`config.mk`:
```
export PLATFORM = sky130hd
export DESIGN_NAME = luhn_engine
export DESIGN_NICKNAME = d
export VERILOG_FILES = /design/src/rtl/luhn_engine.sv
export SDC_FILE = /design/constraint.sdc
export NUM_CORES = 1
export LEC_CHECK = 0
export CAP_MARGIN = 20
export CORE_ASPECT_RATIO = 0.7
export CORE_MARGIN = 3
export CORE_UTILIZATION = 50
export CTS_BUF_LIST = sky130_fd_sc_hd__clkbuf_8
export DETAILED_ROUTE_END_ITERATION = 8
export PLACE_DENSITY = 0.73
export SYNTH_ARGS = -nofsm -noshare
export SYNTH_HDL_FRONTEND = slang
export SYNTH_SLANG_ARGS = --single-unit
```
`constraint.sdc`:
```
create_clock -name clk -period 4.9 [get_ports clk]
set_input_delay 0.49 -clock clk [delete_from_list [all_inputs] [get_ports clk]]
set_output_delay 0.49 -clock clk [all_outputs]
set_load 0.01 [all_outputs]
```
`src/rtl/luhn_engine.sv`:
```
// luhn_engine: streaming Luhn (mod-10) check-digit engine, one decimal digit per
// cycle, most significant digit first.
//
// Parameters:
//   N_DIGITS  payload length in digits (1..63)
//
// Ports:
//   clk        system clock, rising edge
//   rst        asynchronous active-high reset
//   in_valid   digit strobe
//   in_num     digit value (legal 0..9)
//   in_mode    0 = generate, 1 = validate; sampled on digit 0 of a frame only
//   busy       frame partially received
//   out_valid  one-cycle result pulse
//   out_digit  computed / expected check digit (0 when out_valid low or on error)
//   out_pass   validate mode: frame checks out
//   out_err    frame aborted or contained a non-decimal digit
module luhn_engine #(
  parameter int unsigned N_DIGITS = 15
) (
  input  logic       clk,
  input  logic       rst,
  input  logic       in_valid,
  input  logic [3:0] in_num,
  input  logic       in_mode,
  output logic       busy,
  output logic       out_valid,
  output logic [3:0] out_digit,
  output logic       out_pass,
  output logic       out_err
);

  localparam int unsigned CNT_W = $clog2(N_DIGITS + 2);

  localparam logic [CNT_W-1:0] LastGen = CNT_W'(N_DIGITS - 1);
  localparam logic [CNT_W-1:0] LastVal = CNT_W'(N_DIGITS);
  // Index parity of the doubled payload digits (rightmost payload digit is doubled).
  localparam logic DblPar = 1'((N_DIGITS - 1) % 2);

  typedef enum logic [0:0] {StIdle, StAccum} state_e;

  state_e           state_q;
  logic             mode_q;
  logic [CNT_W-1:0] cnt_q;
  logic [3:0]       acc_q;
  logic             err_q;

  // Frame context as seen by the digit on in_num this cycle. In idle the incoming
  // digit is digit 0 of a new frame, so the context is taken fresh.
  logic             cur_mode;
  logic [CNT_W-1:0] cur_idx;
  logic [3:0]       cur_acc;
  logic             cur_err;

  logic             digit_bad;
  logic             dbl;
  logic [4:0]       dbl5;
  logic [4:0]       dbl_val;
  logic [3:0]       act;
  logic [4:0]       sum5;
  logic [4:0]       sum_sub;
  logic [3:0]       nxt;
  logic             last;
  logic             frame_err;
  logic [3:0]       pay_sum;
  logic [3:0]       chk;

  always_comb begin
    cur_mode  = mode_q;
    cur_idx   = cnt_q;
    cur_acc   = acc_q;
    cur_err   = err_q;
    if (state_q == StIdle) begin
      cur_mode = in_mode;
      cur_idx  = '0;
      cur_acc  = 4'd0;
      cur_err  = 1'b0;
    end

    digit_bad = in_num > 4'd9;
    dbl       = (cur_idx < LastVal) && (cur_idx[0] == DblPar);
    dbl5      = {in_num, 1'b0};
    dbl_val   = (in_num <= 4'd4) ? dbl5 : dbl5 - 5'd9;

    act = in_num;
    if (digit_bad) begin
      act = 4'd0;
    end else if (dbl) begin
      act = dbl_val[3:0];
    end

    // Running sum kept mod 10; act <= 9 so one conditional subtract suffices.
    sum5    = {1'b0, cur_acc} + {1'b0, act};
    sum_sub = sum5 - 5'd10;
    nxt     = (sum5 >= 5'd10) ? sum_sub[3:0] : sum5[3:0];

    last      = cur_idx == (cur_mode ? LastVal : LastGen);
    frame_err = cur_err | digit_bad;
    // Validate mode: payload sum is the accumulator before the check digit is added.
    pay_sum   = cur_mode ? cur_acc : nxt;
    chk       = (pay_sum == 4'd0) ? 4'd0 : 4'd10 - pay_sum;
  end

  always_ff @(posedge clk or posedge rst) begin
    if (rst) begin
      state_q   <= StIdle;
      mode_q    <= 1'b0;
      cnt_q     <= '0;
      acc_q     <= 4'd0;
      err_q     <= 1'b0;
      busy      <= 1'b0;
      out_valid <= 1'b0;
      out_digit <= 4'd0;
      out_pass  <= 1'b0;
      out_err   <= 1'b0;
    end else begin
      out_valid <= 1'b0;
      out_digit <= 4'd0;
      out_pass  <= 1'b0;
      out_err   <= 1'b0;
      if (in_valid) begin
        if (last) begin
          out_valid <= 1'b1;
          out_digit <= frame_err ? 4'd0 : chk;
          out_pass  <= cur_mode && !frame_err && (nxt == 4'd0);
          out_err   <= frame_err;
          state_q   <= StIdle;
          busy      <= 1'b0;
          cnt_q     <= '0;
          acc_q     <= 4'd0;
          err_q     <= 1'b0;
        end else begin
          state_q <= StAccum;
          busy    <= 1'b1;
          mode_q  <= cur_mode;
          cnt_q   <= cur_idx + CNT_W'(1);
          acc_q   <= nxt;
          err_q   <= frame_err;
        end
      end else if (state_q == StAccum) begin
        // Strobe dropped mid-frame: abort.
        out_valid <= 1'b1;
        out_err   <= 1'b1;
        state_q   <= StIdle;
        busy      <= 1'b0;
        cnt_q     <= '0;
        acc_q     <= 4'd0;
        err_q     <= 1'b0;
      end
    end
  end

endmodule

```
* After elaboration in Yosys (flattened, before gate mapping)
Index checks and enable logic that the tools add are counted.
** Word-level totals
- Logic and storage cells :: 64
- Output and inout bits :: 8
- Input port bits :: 8
- Flip-flop bits (word level) :: 20
** Cells by class
- Add/subtract/negate cells :: 5
- Multiplexer cells :: 33
- Reductions and logical operators :: 8
- Eq/ne operators :: 1
- Bitwise logic cells :: 3
- $lt $le $gt $ge :: 4
** Operator list (count)
- 4-bit two-way mux :: 13
- 5-bit two-way mux :: 4
- 1-bit two-way mux :: 16
- 4-bit logical NOT :: 2
- 4-bit subtractor (second input constant) :: 2
- 4-bit by 4-bit adder with 5-bit output :: 1
- 5-bit by 1-bit adder with 5-bit output (second input constant) :: 1
- 5-bit by 4-bit equality test with 1-bit output :: 1
- 5-bit by 4-bit >= comparator with 1-bit output (second input constant) :: 1
- 5-bit by 4-bit < comparator with 1-bit output (second input constant) :: 1
- 4-bit > comparator (second input constant) :: 1
- 4-bit by 3-bit <= comparator with 1-bit output (second input constant) :: 1
- 4-bit subtractor (first input constant) :: 1
- 1-bit logical AND :: 3
- 1-bit inverter :: 2
- 2-bit AND reduction :: 1
- 2-bit nonzero test :: 1
- 1-bit logical NOT :: 1
- 1-bit bitwise OR :: 1

* Logic depth before layout (Yosys ltp)
- Word-level depth :: 14
- Mapped depth :: 17
- Depth with buffers taken out :: 16

* Least setup slack after synthesis
OpenSTA, ideal clock, no wires.
- Path kind :: in2reg
- From :: in in_num[1]
- To :: reg out_digit[3]
- Path buffers :: 0
- Required time :: 4821 ps
- Arrival :: 3355 ps
- Stages on the path :: 14
- Setup time :: 79 ps
- Slack :: 1466 ps
- Path through :: inv_1 -> ha_1 -> inv_1 -> a21oi_1 -> a211oi_1 -> ha_1 -> fa_1 -> or4b_1 -> mux2_2 -> nand3_2 -> o211ai_2 -> xnor2_1 -> or3_1 -> a21oi_1
** Between the ends
- Longest elaborated chain between the ends :: 13
- Elaborated cells between the ends (all ways) :: 18
- Those cells by class :: add/sub (4); order compare (3); mux (9); bitwise (1); reduce/logical (1)
** RTL lines
- from (decl) :: line 24 : input logic [3:0] in_num,
- 4-bit subtractor / 4-bit by 3-bit <= comparator with 1-bit output (equally long branches) :: line 83 : dbl_val = (in_num <= 4'd4) ? dbl5 : dbl5 - 5'd9;
- 4-bit two-way mux :: line 83
- 4-bit two-way mux :: line 88 : end else if (dbl) begin
- 4-bit two-way mux :: line 86 : if (digit_bad) begin
- 4-bit by 4-bit adder with 5-bit output :: line 93 : sum5 = {1'b0, cur_acc} + {1'b0, act};
- 4-bit subtractor / 5-bit by 4-bit >= comparator with 1-bit output (equally long branches) :: line 94, 95
- 4-bit two-way mux :: line 95 : nxt = (sum5 >= 5'd10) ? sum_sub[3:0] : sum5[3:0];
- 4-bit two-way mux :: line 100 : pay_sum = cur_mode ? cur_acc : nxt;
- 4-bit subtractor / 4-bit logical NOT (equally long branches) :: line 101 : chk = (pay_sum == 4'd0) ? 4'd0 : 4'd10 - pay_sum;
- 4-bit two-way mux :: line 101
- 4-bit two-way mux * :: line 124 : out_digit <= frame_err ? 4'd0 : chk;
- 4-bit two-way mux * :: line 122 : if (last) begin
- 4-bit two-way mux * :: line 121 : if (in_valid) begin
- to (signal assigned) :: line 124
- to (decl) :: line 28 : output logic [3:0] out_digit,
Every way passes the cells marked *; elsewhere a longest branch is shown, timed or not.
A chain may end at the register's enable or synchronous reset.

* Final worst setup path
- From :: in in_num[0]
- To :: reg out_digit[3]
The elaborated chain is that of the path after synthesis.

==> results.py <==
metrics = {
    "status": {
        "status": "complete, no violations",
    },
    "critical_path": {
        "start_kind": "input port",
        "crit_arrival_ns": 4.15,
        "cpMostUsedCell": "a21oi_1",
        "slowest_stage": "fa_1",
        "crit_path_max_fanout": 8,
        "crit_path_end_kind": "flip-flop",
        "critical-path-max-stage-delay_ns": 0.53,
        "cp.required_ns": 5.09,
        "startpoint": "in_num[0]",
        "crit_chain": "clkdlybuf4s50_1, inv_1, ha_1, inv_1, a21oi_1, xnor2_1, a21oi_1, nor2_1, fa_1, or4b_1, mux2_2, nand3_2, o211ai_2, xnor2_1, or3_1, a21oi_1",
        "critical_path_class": "input port to flip-flop",
        "worstReg2RegStart": "cnt_q[0]",
    },
    "clocking": {
        "cts_tree": "built",
        "cts_max_level": 1,
        "cts_inserted_buffers": 3,
        "clockBufferDepth": 2,
        "cts_setup_buffers": 0,
        "path_clk_slew_ns": 0.08,
        "cts-root-buf": "clkbuf_8",
        "ctsResizeCount": 0,
        "cts_sinks": 20,
        "clock_latency_ns": 0.26,
        "cts-hold-fix-buffers": 0,
    },
    "timing": {
        "rsz0062_at_grt": "false",
        "timing.fmax_ghz": 0.253,
        "worstMarginPinSlew_ns": 0.752,
        "period_share_pct": 80.8,
        "final.setup.tns_ns": 0,
        "finalSetupViolations": 0,
        "slew_headroom_pct": 49.8,
        "hold_viol_final": 0,
        "drv_slew": 0,
        "fin_crit_ns": 3.96,
        "finalClockSkew_ns": 0.00652,
    },
    "worst_hold_path": {
        "hp-start": "busy",
        "hp-class": "flip-flop to flip-flop",
    },
    "logic_synthesis": {
        "synth_edf_count": 0,
        "netlist_instances": 168,
        "ys_warn_count": 0,
        "synth_fp_nets": 184,
        "netlist_top_cells_area": "dfrtp_1, ha_1, nand2_1",
        "avgSynthCellArea_um2": 8.71,
        "ys.flop_type": "dfrtp_1",
        "yosysTopAreaCellShare_pct": 34.2,
        "ys_async_sr_fraction_pct": 100,
        "synth.yosys.seq_area_share_pct": 34.2,
        "ys_types": 47,
        "netlist_area_mm2": 0.00146,
        "yosys.area.top_type": "dfrtp_1",
        "ys_ff_latch": 20,
    },
    "power_and_ir_drop": {
        "cellLeakagePower_nw": 0.745,
        "max-vdd-ir-drop_mv": 0.187,
        "finalPower_uw": 537,
        "p_per_area_mw_per_mm2": 318,
    },
    "floorplanning": {
        "core_mm2": 0.00263,
        "die_w_um": 70.7,
        "dieArea_mm2": 0.00362,
        "die_h_um": 51.3,
        "rows": 15,
        "start_util_pct": 55.7,
        "ioPinCount": 16,
    },
    "drt": {
        "first_pass_iters": 4,
        "drt-total-wl_um": 3190,
        "ant_nets": 0,
        "drtIter0Drc": 82,
        "via_count": 1255,
        "avgRoutedWirePerCell_um": 14.8,
        "route.detailed.drc": 0,
        "viasPerCell": 5.84,
    },
    "global_routing": {
        "antenna_found_initial": 0,
        "grt_pass1_vias": 1225,
        "grt_max_degree": 22,
        "grt_pass1_wl_um": 5620,
        "grt_usage_pct": 19.8,
        "overflow": 0,
    },
    "placed_design": {
        "portBuffers": 15,
        "dpl.hpwl_um": 2420,
        "dpl.cell_count": 211,
        "post_dp_cell_area_mm2": 0.00162,
        "gp_congestion": 0.825,
    },
    "cells_and_area": {
        "final_core_util_pct": 64.3,
        "final_cells": 215,
        "layout_common_cells": "nand2_1, dfrtp_1, clkdlybuf4s50_1, o21ai_0",
        "antenna_cells": 0,
        "drive_gt1_share_pct": 10.5,
        "design_area_mm2": 0.00169,
        "num-nets-final": 198,
        "syn_to_final_growth_pct": 15.5,
    },
    "run": {
        "cap_violations": 0,
    },
}
==> cells in the mapped netlist, types with 4 or more instances <==
cell and number:
a21oi_1 12, a22o_1 4, and2_1 5, dfrtp_1 20
ha_1 7, inv_1 9, nand2_1 20, nand3_1 5
nor2_1 12, nor2b_1 4, o21ai_0 13
==> worst paths after layout <==
kind                                 to  slack [ns]  depth (start not counted)
hold reg to reg                    busy        0.48                          2
hold / removal                     busy        0.48                          2
max in group asynchronous         err_q        3.77                          2
setup / recovery           out_digit[3]        0.94                         16
min in group asynchronous  out_digit[2]        0.65                          2
setup reg to reg           out_digit[3]        1.44                         11
==> layout make-up <==
type	instances	area, um^2
clock buffers	3	41.3
repair buffers	16	158
clock inverters	1	30.0
well taps	34	42.5
inverters	9	33.8
multi-input cells	132	885
flip-flops and latches	20	500
fillers	232	937
==> power by group <==
part	total [mW]	internal [mW]	switching [mW]
clock	0.166	0.109	0.0567
sequential	0.191	0.179	0.0121
combinational	0.181	0.0767	0.104
total	0.537	0.364	0.173
==> critical path, delay by kind of cell <==
family / cells / cell delay [ns]
xor gates and xnor gates: 2 / 0.25
muxes: 1 / 0.30
adders and majority gates: 2 / 0.72
and+or+nand+nor: 4 / 1.02
AOI/OAI and AO/OA: 4 / 0.71
buffers and inverters: 3 / 0.65
==> metrics by stage <==
step	setup WS [ns]	hold slack, ns
floorplan	1.47	0.450
global placement	0.854	0.461
detailed placement	0.705	0.467
CTS	0.982	0.486
global route	0.652	0.527
finish	0.943	0.480
==> metal layers <==
metal	GRT usage, %	vias to the layer above	part of all wire, %
li1	-	618	-
met1	25.9	590	46
met2	33.7	43	46
met3	5.11	4	6.8
met4	3.44	0	0.50
met5	0	-	0
==> sequential cells by signal, indices dropped and copies added, names as in the netlist <==
register	cells
cnt_q	5
acc_q	4
err_q	1
out_err	1
busy	1
out_pass	1
out_valid	1
out_digit	4
state_q	1
mode_q	1
==> cells by family after synthesis <==
group                      share of synthesized area, %
DFF                                                34.2
xor gates and xnor gates                           2.99
AOI/OAI and AO/OA                                  20.2
muxes                                              4.53
adders and majority gates                          7.35
buffers and inverters                              5.38
and+or+nand+nor                                    25.4
Note: power is estimated with default switching activity, not from simulation.
